### config.mk
export PLATFORM = sky130hd
export DESIGN_NAME = hht_gather_sched_flat
export DESIGN_NICKNAME = d
export VERILOG_FILES = /design/src/rtl/hht_pkg.sv /design/src/rtl/hht_gather_sched_if.sv /design/src/rtl/hht_sync_fifo.sv /design/src/rtl/hht_gather_sched.sv /design/src/flat_wrapper.sv
export SDC_FILE = /design/constraint.sdc
export NUM_CORES = 1
export LEC_CHECK = 0
export BUFFER_PORTS_ARGS = -buffer_cell sky130_fd_sc_hd__buf_4
export CAP_MARGIN = 20
export CORE_ASPECT_RATIO = 1.2
export CORE_MARGIN = 4
export CORE_UTILIZATION = 30
export CTS_CLUSTER_DIAMETER = 60
export DETAILED_ROUTE_END_ITERATION = 16
export MAX_ROUTING_LAYER = met4
export SETUP_SLACK_MARGIN = 0.5
export SLEW_MARGIN = 20
export SYNTH_ARGS = -nofsm -noshare
export SYNTH_HDL_FRONTEND = slang
export SYNTH_SLANG_ARGS = --single-unit
### constraint.sdc
create_clock -name Clk -period 3.2 [get_ports Clk]
set_input_delay 0 -clock Clk [delete_from_list [all_inputs] [get_ports Clk]]
set_output_delay 0 -clock Clk [all_outputs]
set_load 0.02 [all_outputs]
### src/rtl/hht_pkg.sv
// hht_pkg: shared definitions for the HHT sparse-gather sequencer.
//   DW, RA_W      default data/address and register-address widths
//   COL_BASE_REG  register index holding the column-index base address
//   VAL_BASE_REG  register index holding the vector base address
//   state_t       sequencer states
package hht_pkg;

  localparam int unsigned DW           = 32;
  localparam int unsigned RA_W         = 5;
  localparam int unsigned COL_BASE_REG = 6;
  localparam int unsigned VAL_BASE_REG = 8;

  typedef enum logic [2:0] {
    IDLE,
    RD_CBASE,
    RD_VBASE,
    STREAM,
    DRAIN,
    DONE
  } state_t;

endpackage

### src/rtl/hht_gather_sched_if.sv
// hht_gather_sched_if: control, register, memory and output-stream signals of
// the gather sequencer.
//   slave  : sequencer side (drives regaddr, rd1/addr1, rd2/addr2, out_*, busy, done)
//   master : environment side (drives start/csize, reg_rdata, dataIn1/2, out_ready)
interface hht_gather_sched_if #(
  parameter int unsigned DW   = 32,
  parameter int unsigned RA_W = 5
);
  logic            start;
  logic [DW-1:0]   csize;
  logic [RA_W-1:0] regaddr;
  logic [DW-1:0]   reg_rdata;
  logic            rd1;
  logic [DW-1:0]   addr1;
  logic [DW-1:0]   dataIn1;
  logic            rd2;
  logic [DW-1:0]   addr2;
  logic [DW-1:0]   dataIn2;
  logic            out_valid;
  logic [DW-1:0]   out_data;
  logic [DW-1:0]   out_idx;
  logic            out_ready;
  logic            busy;
  logic            done;

  modport slave (
    input  start, csize, reg_rdata, dataIn1, dataIn2, out_ready,
    output regaddr, rd1, addr1, rd2, addr2, out_valid, out_data, out_idx, busy, done
  );

  modport master (
    output start, csize, reg_rdata, dataIn1, dataIn2, out_ready,
    input  regaddr, rd1, addr1, rd2, addr2, out_valid, out_data, out_idx, busy, done
  );
endinterface

### src/rtl/hht_sync_fifo.sv
// hht_sync_fifo: synchronous FIFO, DEPTH a power of two.
//   clk, rst_n : clock, asynchronous active-low reset
//   push, din  : write strobe / data (a push while full is dropped unless popping)
//   pop        : read strobe (ignored while empty)
//   dout       : head entry
//   count      : number of stored entries (0..DEPTH)
module hht_sync_fifo #(
  parameter int unsigned WIDTH = 64,
  parameter int unsigned DEPTH = 4
) (
  input  logic                    clk,
  input  logic                    rst_n,
  input  logic                    push,
  input  logic [WIDTH-1:0]        din,
  input  logic                    pop,
  output logic [WIDTH-1:0]        dout,
  output logic [$clog2(DEPTH):0]  count
);
  localparam int unsigned AW   = $clog2(DEPTH);
  localparam logic [AW:0] FULL = (AW+1)'(DEPTH);

  logic [WIDTH-1:0] mem [DEPTH];
  logic [AW-1:0]    wr_ptr;
  logic [AW-1:0]    rd_ptr;
  logic             do_push;
  logic             do_pop;

  assign do_pop  = pop && (count != '0);
  assign do_push = push && ((count != FULL) || do_pop);
  assign dout    = mem[rd_ptr];

  always_ff @(posedge clk or negedge rst_n) begin
    if (!rst_n) begin
      mem    <= '{default: '0};
      wr_ptr <= '0;
      rd_ptr <= '0;
      count  <= '0;
    end else begin
      if (do_push) begin
        mem[wr_ptr] <= din;
        wr_ptr      <= wr_ptr + AW'(1);
      end
      if (do_pop) rd_ptr <= rd_ptr + AW'(1);
      case ({do_push, do_pop})
        2'b10:   count <= count + (AW+1)'(1);
        2'b01:   count <= count - (AW+1)'(1);
        default: ;
      endcase
    end
  end
endmodule

### src/rtl/hht_gather_sched.sv
// hht_gather_sched: sequencer for the HHT sparse-gather datapath.
// On start it reads the column-index base (reg 6) and vector base (reg 8),
// streams csize column indices on port 1, issues dependent gathers on port 2
// (addr2 = v_base + col_idx) and queues {index, value} in an output FIFO.
//   Clk, Rst      : clock, asynchronous active-low reset
//   bus (slave)   : start/csize, register port, memory ports 1/2, output stream,
//                   busy, done (see hht_gather_sched_if)
//   perf_stall    : only with HHT_PERF_EN defined; STREAM cycles in which the
//                   column-index stage was blocked by backpressure (saturating,
//                   cleared when a start is accepted)
module hht_gather_sched
  import hht_pkg::*;
#(
  parameter int unsigned DW         = hht_pkg::DW,
  parameter int unsigned RA_W       = hht_pkg::RA_W,
  parameter int unsigned FIFO_DEPTH = 4
) (
  input  logic          Clk,
  input  logic          Rst,
  hht_gather_sched_if.slave bus
`ifdef HHT_PERF_EN
  ,
  output logic [DW-1:0] perf_stall
`endif
);
  localparam int unsigned CW      = $clog2(FIFO_DEPTH) + 1;
  localparam logic [CW:0] DEPTH_L = (CW+1)'(FIFO_DEPTH);

  state_t          state;
  logic [DW-1:0]   col_base;
  logic [DW-1:0]   v_base;
  logic [DW-1:0]   cnt;
  logic [DW-1:0]   i_q;
  logic [DW-1:0]   addr1_q;
  logic [DW-1:0]   addr2_q;
  logic            s2_valid;
  logic [DW-1:0]   s2_col;
  logic [DW-1:0]   s2_idx;
  logic [RA_W-1:0] regaddr_q;
  logic            done_q;

  logic [CW-1:0]   fifo_count;
  logic [2*DW-1:0] fifo_dout;
  logic [CW:0]     occupancy;
  logic            space;
  logic            s1_issue;
  logic            pop;
  logic [DW-1:0]   addr1_cur;
  logic [DW-1:0]   addr2_cur;

  // Entries already stored plus the one in flight in S2 must leave a free
  // slot, so the FIFO can never overflow even though S2 never stalls.
  assign occupancy = {1'b0, fifo_count} + {{CW{1'b0}}, s2_valid};
  assign space     = occupancy < DEPTH_L;
  assign s1_issue  = (state == STREAM) && space;
  assign pop       = bus.out_valid && bus.out_ready;
  assign addr1_cur = col_base + i_q;
  assign addr2_cur = v_base + s2_col;

  // Memory data returns combinationally, so strobes/addresses are presented
  // in the issuing cycle; the addresses hold their last value otherwise.
  assign bus.rd1       = s1_issue;
  assign bus.addr1     = s1_issue ? addr1_cur : addr1_q;
  assign bus.rd2       = s2_valid;
  assign bus.addr2     = s2_valid ? addr2_cur : addr2_q;
  assign bus.regaddr   = regaddr_q;
  assign bus.busy      = (state != IDLE);
  assign bus.done      = done_q;
  assign bus.out_valid = (fifo_count != '0);
  assign bus.out_idx   = fifo_dout[2*DW-1:DW];
  assign bus.out_data  = fifo_dout[DW-1:0];

  hht_sync_fifo #(
    .WIDTH (2 * DW),
    .DEPTH (FIFO_DEPTH)
  ) u_fifo (
    .clk   (Clk),
    .rst_n (Rst),
    .push  (s2_valid),
    .din   ({s2_idx, bus.dataIn2}),
    .pop   (pop),
    .dout  (fifo_dout),
    .count (fifo_count)
  );

  always_ff @(posedge Clk or negedge Rst) begin
    if (!Rst) begin
      state     <= IDLE;
      col_base  <= '0;
      v_base    <= '0;
      cnt       <= '0;
      i_q       <= '0;
      addr1_q   <= '0;
      addr2_q   <= '0;
      s2_valid  <= 1'b0;
      s2_col    <= '0;
      s2_idx    <= '0;
      regaddr_q <= '0;
      done_q    <= 1'b0;
    end else begin
      done_q   <= 1'b0;
      s2_valid <= s1_issue;
      if (s1_issue) begin
        addr1_q <= addr1_cur;
        s2_col  <= bus.dataIn1;
        s2_idx  <= i_q;
        i_q     <= i_q + DW'(1);
      end
      if (s2_valid) addr2_q <= addr2_cur;

      case (state)
        IDLE: begin
          if (bus.start) begin
            cnt       <= bus.csize;
            i_q       <= '0;
            regaddr_q <= RA_W'(COL_BASE_REG);
            state     <= RD_CBASE;
          end
        end
        RD_CBASE: begin
          col_base  <= bus.reg_rdata;
          regaddr_q <= RA_W'(VAL_BASE_REG);
          state     <= RD_VBASE;
        end
        RD_VBASE: begin
          v_base <= bus.reg_rdata;
          state  <= (cnt == '0) ? DONE : STREAM;
        end
        STREAM: begin
          if (s1_issue && (i_q == cnt - DW'(1))) state <= DRAIN;
        end
        DRAIN: begin
          if (!s2_valid && (fifo_count == '0)) state <= DONE;
        end
        DONE: begin
          // done is registered, so the pulse appears as the FSM returns to IDLE
          done_q <= 1'b1;
          state  <= IDLE;
        end
        default: state <= IDLE;
      endcase
    end
  end

`ifdef HHT_PERF_EN
  always_ff @(posedge Clk or negedge Rst) begin
    if (!Rst) begin
      perf_stall <= '0;
    end else if ((state == IDLE) && bus.start) begin
      perf_stall <= '0;
    end else if ((state == STREAM) && !space && (perf_stall != '1)) begin
      perf_stall <= perf_stall + DW'(1);
    end
  end
`endif

endmodule

### src/flat_wrapper.sv
// flat-port wrapper written by rule: the top's interface ports become plain ports
module hht_gather_sched_flat import hht_pkg::*;
#(
  parameter int unsigned DW         = hht_pkg::DW,
  parameter int unsigned RA_W       = hht_pkg::RA_W,
  parameter int unsigned FIFO_DEPTH = 4
)
  (Clk, Rst, bus_start, bus_csize, bus_reg_rdata, bus_dataIn1, bus_dataIn2, bus_out_ready, bus_regaddr, bus_rd1, bus_addr1, bus_rd2, bus_addr2, bus_out_valid, bus_out_data, bus_out_idx, bus_busy, bus_done);
  hht_gather_sched_if #(.DW(DW), .RA_W(RA_W)) bus_i ();
  input  logic Clk;
  input  logic Rst;
  input wire logic [$bits(bus_i.start)-1:0] bus_start;
  input wire logic [$bits(bus_i.csize)-1:0] bus_csize;
  input wire logic [$bits(bus_i.reg_rdata)-1:0] bus_reg_rdata;
  input wire logic [$bits(bus_i.dataIn1)-1:0] bus_dataIn1;
  input wire logic [$bits(bus_i.dataIn2)-1:0] bus_dataIn2;
  input wire logic [$bits(bus_i.out_ready)-1:0] bus_out_ready;
  output wire logic [$bits(bus_i.regaddr)-1:0] bus_regaddr;
  output wire logic [$bits(bus_i.rd1)-1:0] bus_rd1;
  output wire logic [$bits(bus_i.addr1)-1:0] bus_addr1;
  output wire logic [$bits(bus_i.rd2)-1:0] bus_rd2;
  output wire logic [$bits(bus_i.addr2)-1:0] bus_addr2;
  output wire logic [$bits(bus_i.out_valid)-1:0] bus_out_valid;
  output wire logic [$bits(bus_i.out_data)-1:0] bus_out_data;
  output wire logic [$bits(bus_i.out_idx)-1:0] bus_out_idx;
  output wire logic [$bits(bus_i.busy)-1:0] bus_busy;
  output wire logic [$bits(bus_i.done)-1:0] bus_done;
  assign bus_i.start = bus_start;
  assign bus_i.csize = bus_csize;
  assign bus_i.reg_rdata = bus_reg_rdata;
  assign bus_i.dataIn1 = bus_dataIn1;
  assign bus_i.dataIn2 = bus_dataIn2;
  assign bus_i.out_ready = bus_out_ready;
  assign bus_regaddr = bus_i.regaddr;
  assign bus_rd1 = bus_i.rd1;
  assign bus_addr1 = bus_i.addr1;
  assign bus_rd2 = bus_i.rd2;
  assign bus_addr2 = bus_i.addr2;
  assign bus_out_valid = bus_i.out_valid;
  assign bus_out_data = bus_i.out_data;
  assign bus_out_idx = bus_i.out_idx;
  assign bus_busy = bus_i.busy;
  assign bus_done = bus_i.done;
  hht_gather_sched #(.DW(DW), .RA_W(RA_W), .FIFO_DEPTH(FIFO_DEPTH)) u_core (.Clk(Clk), .Rst(Rst), .bus(bus_i));
endmodule
Word level (Yosys, flattened, before mapping). Cells that the tools add are included.

Equality and inequality tests: 12. Bitwise gates (word level): 2. Reduce and logical (&&, ||, !) cells: 19. Magnitude comparators: 4. Add/sub/neg operators: 9. Multiplexer cells: 20.

Operator list (count): $bwmux W256 (1); $mux W64 (3); $mux W32 (5); $bmux W64 S2 (1); $demux W64 S2 (1); $add A32 B32 Y32 (2); $add A32 B1 Y32 const B (1); $eq A32 B32 Y1 (1); $logic_not A32 Y1 (1); $sub A32 B1 Y32 const B (1); $pmux W3 S5 (1); $mux W3 (4); $pmux W5 S2 (1); $logic_and A1 B1 Y1 (7); $eq A3 B2 Y1 const B (2); $eq A3 B3 Y1 const B (2); $ge A3 B3 Y1 const B (2); $logic_not A3 Y1 (2); $not A2 Y3 (2); $pmux W3 S2 (1); $reduce_bool A3 Y1 (2); $mux W5 (1); $add A2 B1 Y2 const B (2); $add A3 B1 Y4 (1); other kinds (16) (19).

Output and inout bits: 138. Bits in registers: 529.

Logic depth before layout (Yosys ltp). Gate-level depths: netlist (run 1).

Word-level depth: 7. Depth in mapped cells: 11.

By module. Synthesis (run 1) repeated with hierarchy kept, for this count alone.

Cell total of the unflattened synthesis: 2106. Area, all modules: 25761.0 µm².

Modules (own cells, without submodules): hht_gather_sched (area an instance 14223.6 µm², cells an instance 1453, seq. area each 6581.3 µm², instances 1); hht_sync_fifo (area an instance 11537.3 µm², cells an instance 653, seq. area each 6581.3 µm², instances 1).

Worst setup path after synthesis (run 1). Ideal clock, no wire load.

Kind: reg2reg. From: register u_core.i_q[14]. To: register u_core.addr1_q[27]. Clock period less this slack: 3.225 ns. Library setup time: 0.221 ns. Data arrival time: 3.004 ns. Setup slack: -0.025 ns. Stages on the path, launching flop included: 10. Cells stage by stage: dfrtp_1 -> ha_1 -> clkbuf_1 -> a21o_1 -> a21oi_1 -> o21ai_1 -> a221oi_1 -> a2bb2oi_1 -> a21boi_0 -> o311ai_0.

Word-level cells in the longest chain between the ends: 2.

Ends and longest elaborated chain: start: declaration (line hht_gather_sched.sv:33) `logic [DW-1:0] i_q;`; start signal: assignment (line hht_gather_sched.sv:107) `i_q <= i_q + DW'(1);`; $add A32 B32 Y32 (line hht_gather_sched.sv:57) `assign addr1_cur = col_base + i_q;`; $mux W32; via bus_addr1[27] (line flat_wrapper.sv:20) `output wire logic [$bits(bus_i.addr1)-1:0] bus_addr1;`; end signal: assignment (line hht_gather_sched.sv:104) `addr1_q <= addr1_cur;`; end: declaration (line hht_gather_sched.sv:34) `logic [DW-1:0] addr1_q;`.

The timed path passes the listed nets, and every way through them passes these cells. A chain may end at the register's enable or synchronous reset.

Final worst setup path (run 1).
From: register u_core.s2_col[0]. To: output port bus_addr2[31].

Word-level cells in the longest chain between the ends: 2.

Ends and longest elaborated chain: start: declaration (line hht_gather_sched.sv:37) `logic [DW-1:0] s2_col;`; start signal: assignment (line hht_gather_sched.sv:105) `s2_col <= bus.dataIn1;`; $add A32 B32 Y32 (line hht_gather_sched.sv:58) `assign addr2_cur = v_base + s2_col;`; $mux W32 (line hht_gather_sched.sv:65) `assign bus.addr2 = s2_valid ? addr2_cur : addr2_q;`; end: declaration (line flat_wrapper.sv:22) `output wire logic [$bits(bus_i.addr2)-1:0] bus_addr2;`.

Every way passes these cells.

==> flow_summary.json, run 1 <==
{
  "cp-start-kind": "flop",
  "path_max_fanout": 3,
  "async_flop_share": 1.000,
  "synth.yosys.seq_area_share": 0.5144,
  "drive_gt1_frac": 0.4244,
  "fp.dieW_um": 274.6,
  "p_sw_uw": 15570,
  "insertion_delay_ps": 590,
  "synth.largest_area_cell": "dfrtp_1",
  "rsz0062_at_grt": "yes",
  "fill_cells": 7824,
  "dpl.hpwl_um": 51990,
  "avgSynthCellArea_um2": 12.14,
  "grt_max_degree": 115,
  "htreeDepth": 3,
  "tightest_slew_ps": 1009,
  "routabilityCongestion": 0.9323,
  "port_buffers": 267,
  "synth_area_leaders": "dfrtp_1 (51%), mux2_2 (16%), mux4_2 (5.6%), nand2_1 (4.2%), ha_1 (3.4%)",
  "dr.first_iter.drc_count": 843,
  "grt_util_all_layers": 0.1652,
  "pin_count": 270,
  "status": "complete, but fails checks",
  "skew_ps": 26.75,
  "fin_setup_tns_ps": -5635,
  "crit_family": "compound AO/OA/AOI/OAI gates",
  "pwr-share-clk": 0.191,
  "path_buf_inv": 5,
  "crit_path_max_incr_delay_ps": 380,
  "ys_seq_elements": 526,
  "numCtsBuffers": 66,
  "slew_headroom": 0.3273,
  "synth_edf_count": 0,
  "root_buffer": "clkbuf_16",
  "ir_drop_uv": 770.1,
  "wl_per_cell_um": 19.45,
  "p_int_uw": 24520,
  "netlist_instances": 2108,
  "powerDensity_mw_per_mm2": 1145,
  "violations": "negative setup slack",
  "critPathKind": "reg -> out",
  "sw_frac_of_total": 0.3884,
  "clockBufferDepth": 3,
  "pwr-share-seq": 0.294,
  "p_leak_uw": 0.01606,
  "netlist_area_mm2": 0.02559,
  "area_delta_synth_final_pct": 36.90,
  "start_util": 0.3019,
  "cp_slowest_cell": "dfrtp_1",
  "fmax_mhz": 279.5,
  "netlist-cell-type-count": 79,
  "vias": 18590,
  "postRouteAntennaNets": 0,
  "finalCriticalPeriod_ps": 3578,
  "wirelength_um": 74400,
  "drv_slew": 0,
  "clkSinkCount": 526,
  "core-area_mm2": 0.08476,
  "max_cap_violations": 0,
  "worstPathRequired_ps": 3200,
  "grt_pass1_vias": 19860,
  "antenna_found_initial": 12,
  "synth_warnings": 0,
  "drtPass1Iterations": 5,
  "grt_overflow_total": 0,
  "cp_common_cell": "buf_4",
  "fin_crit_sh": 1.118,
  "setup_viol": 30,
  "finalHoldViolCount": 0,
  "end_kind": "output port",
  "min_path_type": "in -> async",
  "pwr-share-comb": 0.515,
  "grt_pass1_wl_um": 114400,
  "clk_pin_slew_worst_paths_ps": 60,
  "die_y_um": 327.9,
  "total_power_uw": 40100,
  "netlist.area_leader.share": 0.5144,
  "placementRows": 117,
  "critical_path.cell_chain": "ha_2 -> buf_4 -> buf_6 -> a211oi_4 -> o211ai_1 -> a31oi_1 -> o21ai_1 -> buf_4 -> a22oi_2 -> buf_6 -> a311oi_1 -> o311a_1 -> a211o_1 -> buf_4",
  "cp.arrival_ps": 3580,
  "cts_tree": "built",
  "die_area_mm2": 0.09005,
  "nNetsFinal": 2841,
  "ys.flop_type": "dfrtp_1",
  "drcViolationCount": 0,
  "timing.final.ws_setup_ps": -377.9,
  "avgViaCountPerCell": 4.861
}
path summary, 6_finish.rpt:
check	from	endpoint	slack [ps]	depth (start not counted)
worst max-delay path	u_core.s2_col[0]	bus_addr2[31]	-380	14
worst min-delay path	Rst	u_core.u_fifo.mem[223]	80	2
worst max register to register	u_core.s2_col[0]	u_core.addr2_q[31]	110	14
worst min register to register	u_core.addr1_q[4]	u_core.addr1_q[4]	480	1
max in group asynchronous	Rst	u_core.addr2_q[31]	1870	3
min in group Clk	bus_dataIn1[21]	u_core.s2_col[21]	150	4
logic make-up after synthesis:
group	Yosys count	share of synthesized area
other	1	0.0001465
XOR/XNOR	115	0.03936
flip-flops	526	0.5144
adder cells (fa/ha/maj)	73	0.03657
AND/OR/NAND/NOR	534	0.09657
AO/OA/AOI/OAI	286	0.07408
buffers and inverters	143	0.02156
multiplexers	430	0.2173
stage by stage:
step / cell area [µm²] / util / instances / hold WS, ps / setup slack [ps]
global route: 35030 / 0.4133 / 3825 / 156.4 / -511.9
finish: 35030 / 0.4133 / 3825 / 82.99 / -377.9
floorplan: 25780 / - / 2109 / -295.6 / 265.2
CTS: 34220 / 0.4037 / 3784 / 106.7 / -387.8
global placement: 29700 / 0.3504 / 3498 / 159.0 / 40.68
detailed placement: 29700 / 0.3504 / 3498 / 171.8 / 19.91
state kept, by name, indices dropped and copies added (netlist names):
name                  count
u_core.u_fifo.mem       256
u_core.addr1_q           32
u_core.addr2_q           32
u_core.cnt               32
u_core.col_base          32
u_core.i_q               32
u_core.s2_col            32
u_core.s2_idx            32
u_core.v_base            32
u_core.state              3
u_core.u_fifo.count       3
u_core.bus.regaddr        2
u_core.u_fifo.rd_ptr      2
u_core.u_fifo.wr_ptr      2
u_core.bus.done           1
u_core.bus.rd2            1
cell type report:
type                    count  area, µm²  share of cell area
flip-flops and latches    526      13170              0.3759
multi-input cells        1440      12970              0.3703
repair buffers            563       5054              0.1443
clock buffers              85       1866             0.05325
well taps                1130       1414             0.04036
clock inverters            31      381.6             0.01089
inverters                  39      146.4            0.004179
diodes                     11      27.53           0.0007857
metal layers:
| layer | GRT usage | share of wire | vias up |
|---|---|---|---|
| li1 | - | - | 8663 |
| met1 | 0.2022 | 0.43 | 9377 |
| met2 | 0.2746 | 0.49 | 442 |
| met3 | 0.03864 | 0.060 | 112 |
| met4 | 0.04589 | 0.025 | 0 |
| met5 | - | 0 | - |
synthesized netlist by cell type, types with 10 or more instances:
| cell | count |
|---|---|
| buf_1 | 12 |
| dfrtp_1 | 526 |
| or4_1 | 10 |
| xor2_1 | 51 |
| nand4_1 | 16 |
| nor3_1 | 26 |
| nor2b_1 | 13 |
| clkbuf_1 | 86 |
| xnor2_1 | 64 |
| nand3_1 | 25 |
| a21oi_1 | 46 |
| and3_1 | 10 |
| inv_1 | 39 |
| nor2_1 | 75 |
| a21o_1 | 41 |
| or3_1 | 18 |
| a211oi_1 | 15 |
| nor4_1 | 10 |
| ha_1 | 70 |
| mux2_2 | 365 |
| o21ai_0 | 80 |
| mux4_2 | 64 |
| nand2_1 | 289 |
| a31oi_1 | 11 |
worst reg2reg max path, stage by stage (launching register included):
cell      delay, ps
dfrtp_1         380
ha_2            200
buf_4           130
buf_6           110
a211oi_4        250
o211ai_1        180
a31oi_1         300
o21ai_1         120
buf_4           180
a22oi_2         150
buf_6           150
a311oi_1        120
o311a_1         310
a211o_1         250
buf_4           140
repair_timing:
| action | in CTS | in global routing |
|---|---|---|
| hold buffers | 131 | 0 |
| endpoints found under the setup margin | 83 | 96 |
| resized for setup | 154 | 120 |
| buffers inserted | 39 | 30 |
| endpoints found under the hold margin | 361 | 0 |
| pin swaps | 80 | 86 |
power by group through the flow:
stage	clock (µW)	sequential, µW	combinational (µW)
floorplan	0	11000	12100
global placement	0	11600	17500
detailed placement	0	11800	17800
CTS	7870	11800	19400
global route	8160	12100	22300
finish	7660	11800	20700
cells in the final DEF (no fill, tap or decap), types with 16 or more instances in the layout:
cell and count:
ha_1 53, a21oi_1 34, nand2_1 280, o21ai_2 24, buf_6 77, xnor2_1 54, nand4_1 16, nor2_1 68
dfrtp_1 522, ha_4 16, xor2_1 48, a21o_1 40, o21ai_0 45, dlygate4sd3_1 131, inv_1 33, or3_1 18
nor3_1 21, clkbuf_16 68, buf_4 338, mux4_2 64, mux2_2 352, nand3_1 21
No activity file was read; power rests on OpenSTA's default activity.
==> run 2, diff against run 1 <==
--- a/config.mk
+++ b/config.mk
@@ -9,10 +9,11 @@
 export CAP_MARGIN = 20
 export CORE_ASPECT_RATIO = 1.2
 export CORE_MARGIN = 4
-export CORE_UTILIZATION = 30
+export CORE_UTILIZATION = 45
 export CTS_CLUSTER_DIAMETER = 60
 export DETAILED_ROUTE_END_ITERATION = 16
 export MAX_ROUTING_LAYER = met4
+export PLACE_DENSITY = 0.66
 export SETUP_SLACK_MARGIN = 0.5
 export SLEW_MARGIN = 20
 export SYNTH_ARGS = -nofsm -noshare
==> run 2 against run 1 <==
Effect of this change:
- the flow finishes with violations (negative hold slack, negative setup slack)
- largest cell class unchanged
- combinational power barely moved
- cell count fell by 10%
- core utilization rose by 20 points
- hold slack got worse by 93 ps
- worst setup slack got worse by 53 ps
==> flow_summary.json, run 2 (synthesized netlist as in run 1, its figures left out) <==
{
  "insertion_delay_ps": 620,
  "antenna_found_initial": 4,
  "worstPathRequired_ps": 3200,
  "fmax_mhz": 275.4,
  "ir_drop_uv": 813.7,
  "tightest_slew_ps": 811.7,
  "postRouteAntennaNets": 0,
  "p_leak_uw": 0.01598,
  "rsz0062_at_grt": "yes",
  "timing.final.ws_setup_ps": -431.0,
  "routabilityCongestion": 0.9523,
  "avgViaCountPerCell": 5.467,
  "post_dp_cell_area_mm2": 0.02918,
  "dr.first_iter.drc_count": 820,
  "grt_pass1_vias": 20130,
  "drtPass1Iterations": 5,
  "critPathKind": "reg -> out",
  "drive_gt1_frac": 0.4174,
  "start_util": 0.4561,
  "end_kind": "output port",
  "gr-usage-met1": 0.2841,
  "clockBufferDepth": 3,
  "fin_util": 0.6123,
  "drcViolationCount": 0,
  "placementRows": 95,
  "die_area_mm2": 0.06076,
  "numCtsBuffers": 55,
  "met3_usage": 0.04101,
  "skew_ps": 25.40,
  "reg2reg_slack_ps": 110,
  "use_met2": 0.3980,
  "status": "complete, but fails checks",
  "htreeDepth": 2,
  "grt_overflow_total": 0,
  "die_y_um": 269.2,
  "fp.dieW_um": 225.7,
  "slew_headroom": 0.4589,
  "grt_util_all_layers": 0.2327,
  "mostFrequentLayoutCells": "dfrtp_1 (522), mux2_2 (355), buf_4 (354)",
  "r2r_cells": 16,
  "grt_max_degree": 85,
  "violations": "negative hold slack, negative setup slack",
  "finalHoldViolCount": 8,
  "worstReg2RegEnd": "u_core.addr1_q[9]",
  "busiest_layer": "met2",
  "port_buffers": 267,
  "largest_reg_flops": 256,
  "core-area_mm2": 0.05610,
  "finalInstanceArea_mm2": 0.03435,
  "cp.arrival_ps": 3630,
  "r2r_start": "u_core.i_q[1]",
  "fin_crit_sh": 1.135,
  "wl_per_cell_um": 20.50,
  "area_delta_synth_final_pct": 34.24,
  "drv_slew": 0,
  "finalCriticalPeriod_ps": 3631,
  "nNetsFinal": 2857,
  "min_path_type": "in -> async",
  "wirelength_um": 70240,
  "pin_count": 270,
  "vias": 18740,
  "largest-register": "u_core.u_fifo.mem",
  "cts_tree": "built",
  "clk_pin_slew_worst_paths_ps": 60,
  "setup_viol": 31,
  "whs_ps": -10.03,
  "path_max_fanout": 2,
  "dpl.hpwl_um": 47300,
  "root_buffer": "clkbuf_16",
  "grt_pass1_wl_um": 110400,
  "pre_cts_ws_ps": 1.055,
  "clkSinkCount": 526,
  "max_cap_violations": 0,
  "cp-start-kind": "flop",
  "layout_commonest_cell": "dfrtp_1",
  "powerDensity_mw_per_mm2": 1133
}
run 2: worst max-delay path by stage:
| stage | from | to | slack [ps] | cells past startpoint |
|---|---|---|---|---|
| 6_report | u_core.s2_col[0] | bus_addr2[30] | -430 | 13 |
| 5_1_grt | u_core.v_base[0] | bus_addr2[30] | -530 | 13 |
| 4_1_cts | u_core.s2_col[0] | bus_addr2[30] | -520 | 12 |
| 3_5_place_dp | u_core.cnt[12] | u_core.state[1] | 1 | 8 |
| 3_3_place_gp | u_core.cnt[1] | u_core.state[1] | 40 | 10 |
| 2_1_floorplan | u_core.cnt[10] | u_core.state[1] | 270 | 9 |
run 2: timing repair:
action                     in CTS  in global routing
buffers inserted               57                 28
hold endpoints to repair      661                  0
resized for setup             178                 74
cloned                          1                  1
hold buffers                  146                  0
setup endpoints to repair     104                 90
pin swaps                      88                 67
run 2: cell type report:
| type | instances | area [µm²] |
|---|---|---|
| antenna | 5 | 12.51 |
| clock buffer | 82 | 1638 |
| clock inverter | 18 | 229.0 |
| fill | 4397 | 21750 |
| inverter | 39 | 146.4 |
| multi-input combinational | 1440 | 12920 |
| sequential | 526 | 13170 |
| tap | 727 | 909.6 |
| timing repair buffer | 590 | 5328 |
run 2: layer usage:
metal  wire [µm]  vias to the layer above
li1            -                     8673
met1       29210                     9546
met2       35750                      395
met3        3100                      121
met4        2178                        0
met5           0                        -
run 2: worst max-delay path, stage by stage, from the launching register on:
cell and delay [ps]:
dfrtp_1 400, ha_4 150, inv_2 30, fa_2 340, nor2b_2 140, o2111a_1 230
o211ai_1 200, o311ai_2 370, nand4b_1 160, buf_4 190, a31oi_4 170, nor4_2 60
a2111o_1 420, buf_6 150
run 2: stage by stage:
stage,hold WS (ps),power (µW),setup TNS [ps],std cells
floorplan,-295.6,23120,0,2109
global placement,46.24,29030,0,3089
detailed placement,57.85,29510,0,3089
CTS,9.865,38350,-6103,3393
global route,46.36,41310,-9652,3426
finish,-10.03,38920,-5614,3427
run 2: power breakdown:
part	internal (µW)	switching (µW)	total (µW)
combinational	10300	10300	20600
sequential	9660	2140	11800
clock	3800	2710	6510
total	23700	15200	38900
